File: config.mk
export PLATFORM = sky130hd
export DESIGN_NAME = sched_delay_line
export DESIGN_NICKNAME = d
export VERILOG_FILES = /design/src/rtl/sched_delay_line.sv
export SDC_FILE = /design/constraint.sdc
export NUM_CORES = 1
export LEC_CHECK = 0
export CORE_AREA = 4 4 41 43
export DETAILED_ROUTE_END_ITERATION = 6
export DIE_AREA = 0 0 45 47
export PLACE_DENSITY = 0.68
export SYNTH_ARGS = -nofsm -noshare
export SYNTH_HDL_FRONTEND = slang
export SYNTH_SLANG_ARGS = --single-unit
File: constraint.sdc
create_clock -name clk -period 1.6 [get_ports clk]
set_input_delay 0.24 -clock clk [delete_from_list [all_inputs] [get_ports clk]]
set_output_delay 0.24 -clock clk [all_outputs]
set_load 0.05 [all_outputs]
File: src/rtl/sched_delay_line.sv
// -----------------------------------------------------------------------------
// sched_delay_line
//
// Purpose:
//   Accepts a one-shot transaction (start) carrying a delay (dly). After the
//   delay has elapsed, the OR of a and b is written to the registered output y,
//   and done pulses for one cycle. By default the OR is captured when the
//   transaction is accepted (sample-then-wait). With the optional mode feature,
//   mode=1 instead samples a|b on the update edge (wait-then-sample).
//
// Configuration macro:
//   SCHED_REGULAR_EN - adds the mode port and the captured-mode register.
//                      When it is undefined, the block behaves as if mode=0.
//
// Ports:
//   clk    in   rising-edge clock
//   rst_n  in   asynchronous active-low reset
//   start  in   transaction request; only looked at while busy=0
//   dly    in   [DELAY_W] delay in cycles, captured with start
//   a, b   in   OR operands
//   mode   in   (SCHED_REGULAR_EN only) 0 = sample-then-wait, 1 = wait-then-sample
//   y      out  registered result; holds between transactions
//   busy   out  high while a transaction is pending
//   done   out  one-cycle pulse in the cycle after y was updated
// -----------------------------------------------------------------------------
module sched_delay_line #(
  parameter int DELAY_W = 5
) (
  input  logic               clk,
  input  logic               rst_n,
  input  logic               start,
  input  logic [DELAY_W-1:0] dly,
  input  logic               a,
  input  logic               b,
`ifdef SCHED_REGULAR_EN
  input  logic               mode,
`endif
  output logic               y,
  output logic               busy,
  output logic               done
);

  typedef enum logic {
    ST_IDLE = 1'b0,
    ST_WAIT = 1'b1
  } state_t;

  localparam logic [DELAY_W-1:0] CNT_ZERO = {DELAY_W{1'b0}};
  localparam logic [DELAY_W-1:0] CNT_ONE  = {{(DELAY_W-1){1'b0}}, 1'b1};

  state_t             state_r;
  state_t             state_nxt_s;
  logic [DELAY_W-1:0] cnt_r;
  logic [DELAY_W-1:0] cnt_nxt_s;
  logic               s_r;
  logic               s_nxt_s;
  logic               y_r;
  logic               y_nxt_s;
  logic               done_r;
  logic               done_nxt_s;
  logic               accept_s;
  logic               mode_cap_s;

  assign accept_s = (state_r == ST_IDLE) && start;

`ifdef SCHED_REGULAR_EN
  logic mode_r;

  // Captured mode register: latched only at acceptance, ignored changes in WAIT.
  always_ff @(posedge clk or negedge rst_n) begin
    if (!rst_n) begin
      mode_r <= 1'b0;
    end else if (accept_s) begin
      mode_r <= mode;
    end else begin
      mode_r <= mode_r;
    end
  end

  assign mode_cap_s = mode_r;
`else
  assign mode_cap_s = 1'b0;
`endif

  // Next-state, counter, capture and result logic for the two-state FSM.
  always_comb begin
    state_nxt_s = state_r;
    cnt_nxt_s   = cnt_r;
    s_nxt_s     = s_r;
    y_nxt_s     = y_r;
    done_nxt_s  = 1'b0;
    case (state_r)
      ST_IDLE: begin
        if (start) begin
          s_nxt_s = a | b;
          if (dly == CNT_ZERO) begin
            // Zero delay completes at the acceptance edge; both modes sample now.
            y_nxt_s     = a | b;
            done_nxt_s  = 1'b1;
            cnt_nxt_s   = CNT_ZERO;
            state_nxt_s = ST_IDLE;
          end else begin
            cnt_nxt_s   = dly;
            state_nxt_s = ST_WAIT;
          end
        end else begin
          state_nxt_s = ST_IDLE;
        end
      end
      ST_WAIT: begin
        // A count of 1 here means this edge brings the counter to 0. A count of
        // 0 cannot occur in WAIT; it is folded into completion so the counter
        // can never wrap.
        if (cnt_r <= CNT_ONE) begin
          y_nxt_s     = mode_cap_s ? (a | b) : s_r;
          done_nxt_s  = 1'b1;
          cnt_nxt_s   = CNT_ZERO;
          state_nxt_s = ST_IDLE;
        end else begin
          cnt_nxt_s   = cnt_r - CNT_ONE;
          state_nxt_s = ST_WAIT;
        end
      end
      default: begin
        cnt_nxt_s   = CNT_ZERO;
        state_nxt_s = ST_IDLE;
      end
    endcase
  end

  // State and datapath registers with asynchronous clear.
  always_ff @(posedge clk or negedge rst_n) begin
    if (!rst_n) begin
      state_r <= ST_IDLE;
      cnt_r   <= CNT_ZERO;
      s_r     <= 1'b0;
      y_r     <= 1'b0;
      done_r  <= 1'b0;
    end else begin
      state_r <= state_nxt_s;
      cnt_r   <= cnt_nxt_s;
      s_r     <= s_nxt_s;
      y_r     <= y_nxt_s;
      done_r  <= done_nxt_s;
    end
  end

  assign y    = y_r;
  assign busy = (state_r == ST_WAIT);
  assign done = done_r;

endmodule
==> results of run 1 <==
-- stage by stage --
| stage | hold slack, ns | setup WS (ns) | area (um^2) | setup TNS (ns) | instances |
|---|---|---|---|---|---|
| finish | 0.279 | 0.0585 | 748 | 0 | 90 |
| global route | 0.307 | 0.0177 | 748 | 0 | 90 |
| CTS | 0.292 | 0.00990 | 737 | 0 | 90 |
| detailed placement | 0.515 | -0.291 | 713 | -0.291 | 86 |
| global placement | 0.502 | -0.265 | 713 | -0.265 | 86 |
| floorplan | -0.0556 | 0.0864 | 518 | 0 | 53 |
-- flip-flops by register name (all words and copies together), names as in the netlist --
signal and count:
y 1, cnt_r 5, busy 1, done 1, s_r 1
-- repair_timing --
action,CTS,global route
resized for setup,2,2
buffers inserted,0,0
hold buffers,0,0
setup endpoints to repair,1,1
pin swaps,2,3
-- cell usage in the layout, fill, tap and decap left out, drive strengths merged, types with 2 or more instances in the layout --
cell,instances
buf,11
dfrtp,9
clkdlybuf4s50,6
nand2,5
inv,4
clkbuf,4
nand2b,3
o21ai,3
nand3,3
or3,3
nor2,2
mux2,2
nor3,2
nor2b,2
mux2i,2
o22ai,2
ha,2
dlygate4sd2,2
-- metal layers --
metal,GRT usage,part of all wire,vias to the layer above
met1,0.156,0.46,211
met2,0.181,0.40,18
met3,0.0345,0.099,6
met4,0.0994,0.037,0
met5,0,0,-
li1,-,-,234
-- worst register-to-register path: cells and delay by family, from the launching register on --
| family | cells | cell delay, ns |
|---|---|---|
| flip-flops | 1 | 0.39 |
| multiplexers | 2 | 0.57 |
| AO/OA/AOI/OAI | 1 | 0.26 |
| adder cells (fa/ha/maj) | 1 | 0.20 |
-- cell families (layout without fill, tap and decap cells) --
logic type      count (synthesis)  count (layout)  share of synthesized area
simple gates                   22              22                      0.249
compound gates                 10              10                      0.126
flops                           9               9                      0.435
buf+inv                         6              28                     0.0459
mux                             4               4                     0.0966
fa+ha+maj                       2               2                     0.0483
-- cell type report --
class | count | area [um^2] | area share
multi-input cells | 38 | 278 | 0.371
flip-flops and latches | 9 | 225 | 0.301
repair buffers | 20 | 185 | 0.247
clock buffers | 4 | 26.3 | 0.0351
well taps | 15 | 18.8 | 0.0251
inverters | 4 | 15.0 | 0.0201
-- power by group --
group          switching [mW]  leakage, nW  internal [mW]
registers              0.0724        0.107          0.341
clock network          0.0772       0.0150         0.0960
logic                   0.385        0.241          0.339
total                   0.534        0.363          0.776
-- how the worst max path moves through the flow --
stage	to	depth (start not counted)	slack [ns]	from
final	y	4	0.06	cnt_r[0]
after global routing	y	4	0.02	cnt_r[0]
after CTS	y	5	0.01	dly[3]
after detailed placement	y	5	-0.29	dly[3]
after global placement	y	5	-0.27	dly[3]
after floorplan	y	4	0.09	cnt_r[0]
==> results.cfg, run 1 <==
[run_status]
outcome = finished, final reports clean

[setup_path]
critical_path.max_stage_delay_ns = 0.39
cp-start-kind = register
rr_worst_depth = 4
crit_family = multiplexers
r2r-start = cnt_r[0]
r2r_slack_ns = 0.06
endpoint_kind = register
crit_chain = ha_1 > o211a_1 > mux2_4 > mux2_4
worst_path_max_delay_cell = dfrtp_1
rr_endpoint = y
path_buf_inv = 0
crit_fanout = 5
cp_common_cell = mux2_4
worstPathArrival_ns = 1.68
crit_required_ns = 1.74
crit_type = reg2reg

[yosys]
yosysTopAreaCell = dfrtp_1
syn_area_um2 = 518
ys_top_cells_by_area = dfrtp_1 (43%), mux2_4 (5.8%), ha_1 (4.8%), mux2i_1 (3.9%), nand2_1 (3.6%)
synth_top_cell_area_share = 0.435
yosysMostFrequentCell = dfrtp_1
postSynthCellCount = 53
synth_edf_count = 0
synthArstFlopShare = 1.00
synthFlopType = dfrtp_1
synth_nets = 65
yosysWarnings = 0
ys_types = 24
yosysSeqAreaShare = 0.435
ys_ff_latch = 9
syn_avg_cell_area_um2 = 9.77
yosys-top-cells-count = dfrtp_1 (9), nand2_1 (5), inv_1 (4)

[pwr]
p_per_area_mw_per_mm2 = 1750
total_power_mw = 1.31
max-vdd-ir-drop_v = 0.000961
p_leak_nw = 0.363

[global_route]
grt_pass1_vias = 439
antenna_found_initial = 0
grt.total_usage = 0.125
overflow = 0
grt_start_max_net_pins = 12
grt_pass1_wl_um = 1860

[routing]
drc = 0
wl_um = 1090
drtIter0Drc = 7
vias = 469
viasPerCell = 5.21
ant_nets = 0
wl_per_cell_um = 12.1
drtPass1Iterations = 4

[final_layout]
utilization = 0.575
fin_nets = 88
diodes = 0
layout-drive-gt1-share = 0.240
syn_to_final_growth_pct = 44.4
nFillCells = 127

[floorplanning]
dieWidth_um = 45
ios = 13
dieArea_mm2 = 0.00212
die_h_um = 47
rows = 13
start_util = 0.398
coreArea_mm2 = 0.00130

[placed_design]
gp_congestion = 0.873
port_buffers = 12
dpl.hpwl_um = 873

[timing]
fin_crit_sh = 0.963
worstMarginPinSlew_ns = 0.412
period_needed_ns = 1.54
slew_viol_final = 0
relSlewSlack = 0.725
rsz0062_at_grt = false
hold_violations = 0
fin_skew_ns = 0.00235
fmax_mhz = 649
setup_viol = 0

[cts]
clk_pin_slew_ns = 0.06
htreeDepth = 1
numCtsBuffers = 3
root_buffer = clkbuf_4
max-clock-path-buffers = 2
tritoncts = done
clk_latency_ns = 0.26
cts.sinks = 9

[hold_path]
min_path_type = in2async

[flow_run]
maxCapViolations = 0
(Power assumes the default switching activity.)
==> run 2: changes to the inputs <==
--- a/config.mk
+++ b/config.mk
@@ -5,9 +5,9 @@
 export SDC_FILE = /design/constraint.sdc
 export NUM_CORES = 1
 export LEC_CHECK = 0
-export CORE_AREA = 4 4 41 43
+export CORE_AREA = 2 2 39 41
 export DETAILED_ROUTE_END_ITERATION = 6
-export DIE_AREA = 0 0 45 47
+export DIE_AREA = 0 0 41 43
 export PLACE_DENSITY = 0.68
 export SYNTH_ARGS = -nofsm -noshare
 export SYNTH_HDL_FRONTEND = slang
==> run 2 against run 1 <==
Worst hold slack worse by 0.044 ns. Clock-buffer cell count stayed put. Largest cell class unchanged. Critical path type unchanged. Fmax is 0.72% lower.
==> results.cfg, run 2 (synthesized netlist as in run 1, its figures left out) <==
[final_layout]
diodes = 0
top_register = cnt_r
layout_common_cells = dfrtp_1 (9), buf_4 (8), clkdlybuf4s50_1 (6)
final_common_cell = dfrtp_1
fin_nets = 86
syn_to_final_growth_pct = 44.7
seq_area_um2 = 225
nFillCells = 120
multi_input_area_um2 = 285
layout-drive-gt1-share = 0.233
largest_reg_flops = 5

[timing]
rsz0062_at_grt = false
setup_viol = 0
setup_slack_ns = 0.0472
fin_skew_ns = 0.000490
period_needed_ns = 1.55
worstMarginPinSlew_ns = 0.441
hold_violations = 0
relSlewSlack = 0.705
fin_crit_sh = 0.970
fmax_mhz = 644
slew_viol_final = 0

[routing]
drc = 0
drtIter0Drc = 6
wl_per_cell_um = 13.8
viasPerCell = 5.16
ant_nets = 0
wl_um = 1230
drtPass1Iterations = 4
vias = 459

[cts]
clk_latency_ns = 0.27
numCtsBuffers = 3
clk_pin_slew_ns = 0.06
root_buffer = clkbuf_4
htreeDepth = 1
post_cts_buffers = 0
cts.sinks = 9
tritoncts = done
max-clock-path-buffers = 2

[placed_design]
dpl.hpwl_um = 906
gp_congestion = 0.774
dp_slack_ns = -0.282
port_buffers = 12

[setup_path]
cp-start-kind = register
endpoint_kind = register
crit_type = reg2reg
crit_fanout = 5
worstPathArrival_ns = 1.71
crit_required_ns = 1.76
r2r_slack_ns = 0.05

[floorplanning]
ios = 13
start_util = 0.374
dieArea_mm2 = 0.00176
die_h_um = 43
coreArea_mm2 = 0.00138
dieWidth_um = 41
rows = 14

[pwr]
total_power_mw = 1.33
max-vdd-ir-drop_v = 0.000919
p_per_area_mw_per_mm2 = 1780
p_leak_nw = 0.365

[hold_path]
min_path_type = in2reg

[global_route]
grt_start_max_net_pins = 11
grt_pass1_wl_um = 1900
grt.total_usage = 0.166
grt_pass1_vias = 472
overflow = 0
antenna_found_initial = 0

[run_status]
outcome = finished, final reports clean

[flow_run]
maxCapViolations = 0
-- run 2: changes by cell type in the layout (fill, tap and decap cells not counted), sizes merged --
cell          delta
buf              -2
dlymetal6s2s     +2
dlygate4sd2      -2
-- run 2: metrics by stage --
step	hold slack [ns]	instances	instance area, um^2	TNS (ns)	util
4_1_cts	0.287	89	726	0	0.524
3_3_place_gp	0.504	85	699	-0.255	0.505
3_5_place_dp	0.509	85	699	-0.282	0.505
5_1_grt	0.267	89	749	0	0.542
6_report	0.235	89	749	0	0.542
2_1_floorplan	-0.0556	53	518	0	-
-- run 2: path summary, 6_finish.rpt --
kind | from | end | cells after the start
min in group asynchronous | rst_n | done | 1
hold reg to reg | y | y | 1
max in group asynchronous | rst_n | cnt_r[3] | 1
setup reg to reg | cnt_r[1] | y | 5
setup / recovery | cnt_r[1] | y | 5
hold / removal | dly[2] | cnt_r[2] | 3
-- run 2: final cells by class --
cell class                 count  share of cell area
multi-input combinational     38               0.381
sequential                     9               0.301
timing repair buffer          18               0.237
clock buffer                   4              0.0351
tap                           16              0.0267
inverter                       4              0.0200
-- run 2: metal layers --
| layer | routed length (um) | vias up | global-route usage |
|---|---|---|---|
| met5 | 0 | - | 0 |
| met4 | 36 | 0 | 0.120 |
| met3 | 56 | 5 | 0.0314 |
| met2 | 609 | 13 | 0.241 |
| met1 | 529 | 214 | 0.209 |
| li1 | - | 227 | - |
-- run 2: power by group --
part,switching [mW],leakage [nW],internal [mW]
sequential,0.0775,0.107,0.341
clock,0.0893,0.0150,0.0966
combinational,0.393,0.242,0.336
-- run 2: repair_timing --
item,CTS,global route
setup endpoints to repair,0,1
resized for setup,0,5
hold buffers,0,0
-- run 2: worst max-delay path, cell delays in order (launching register included) --
cell and delay, ns:
dfrtp_1 0.36, inv_1 0.06, ha_1 0.20, o211a_4 0.26
mux2_4 0.27, mux2_4 0.29
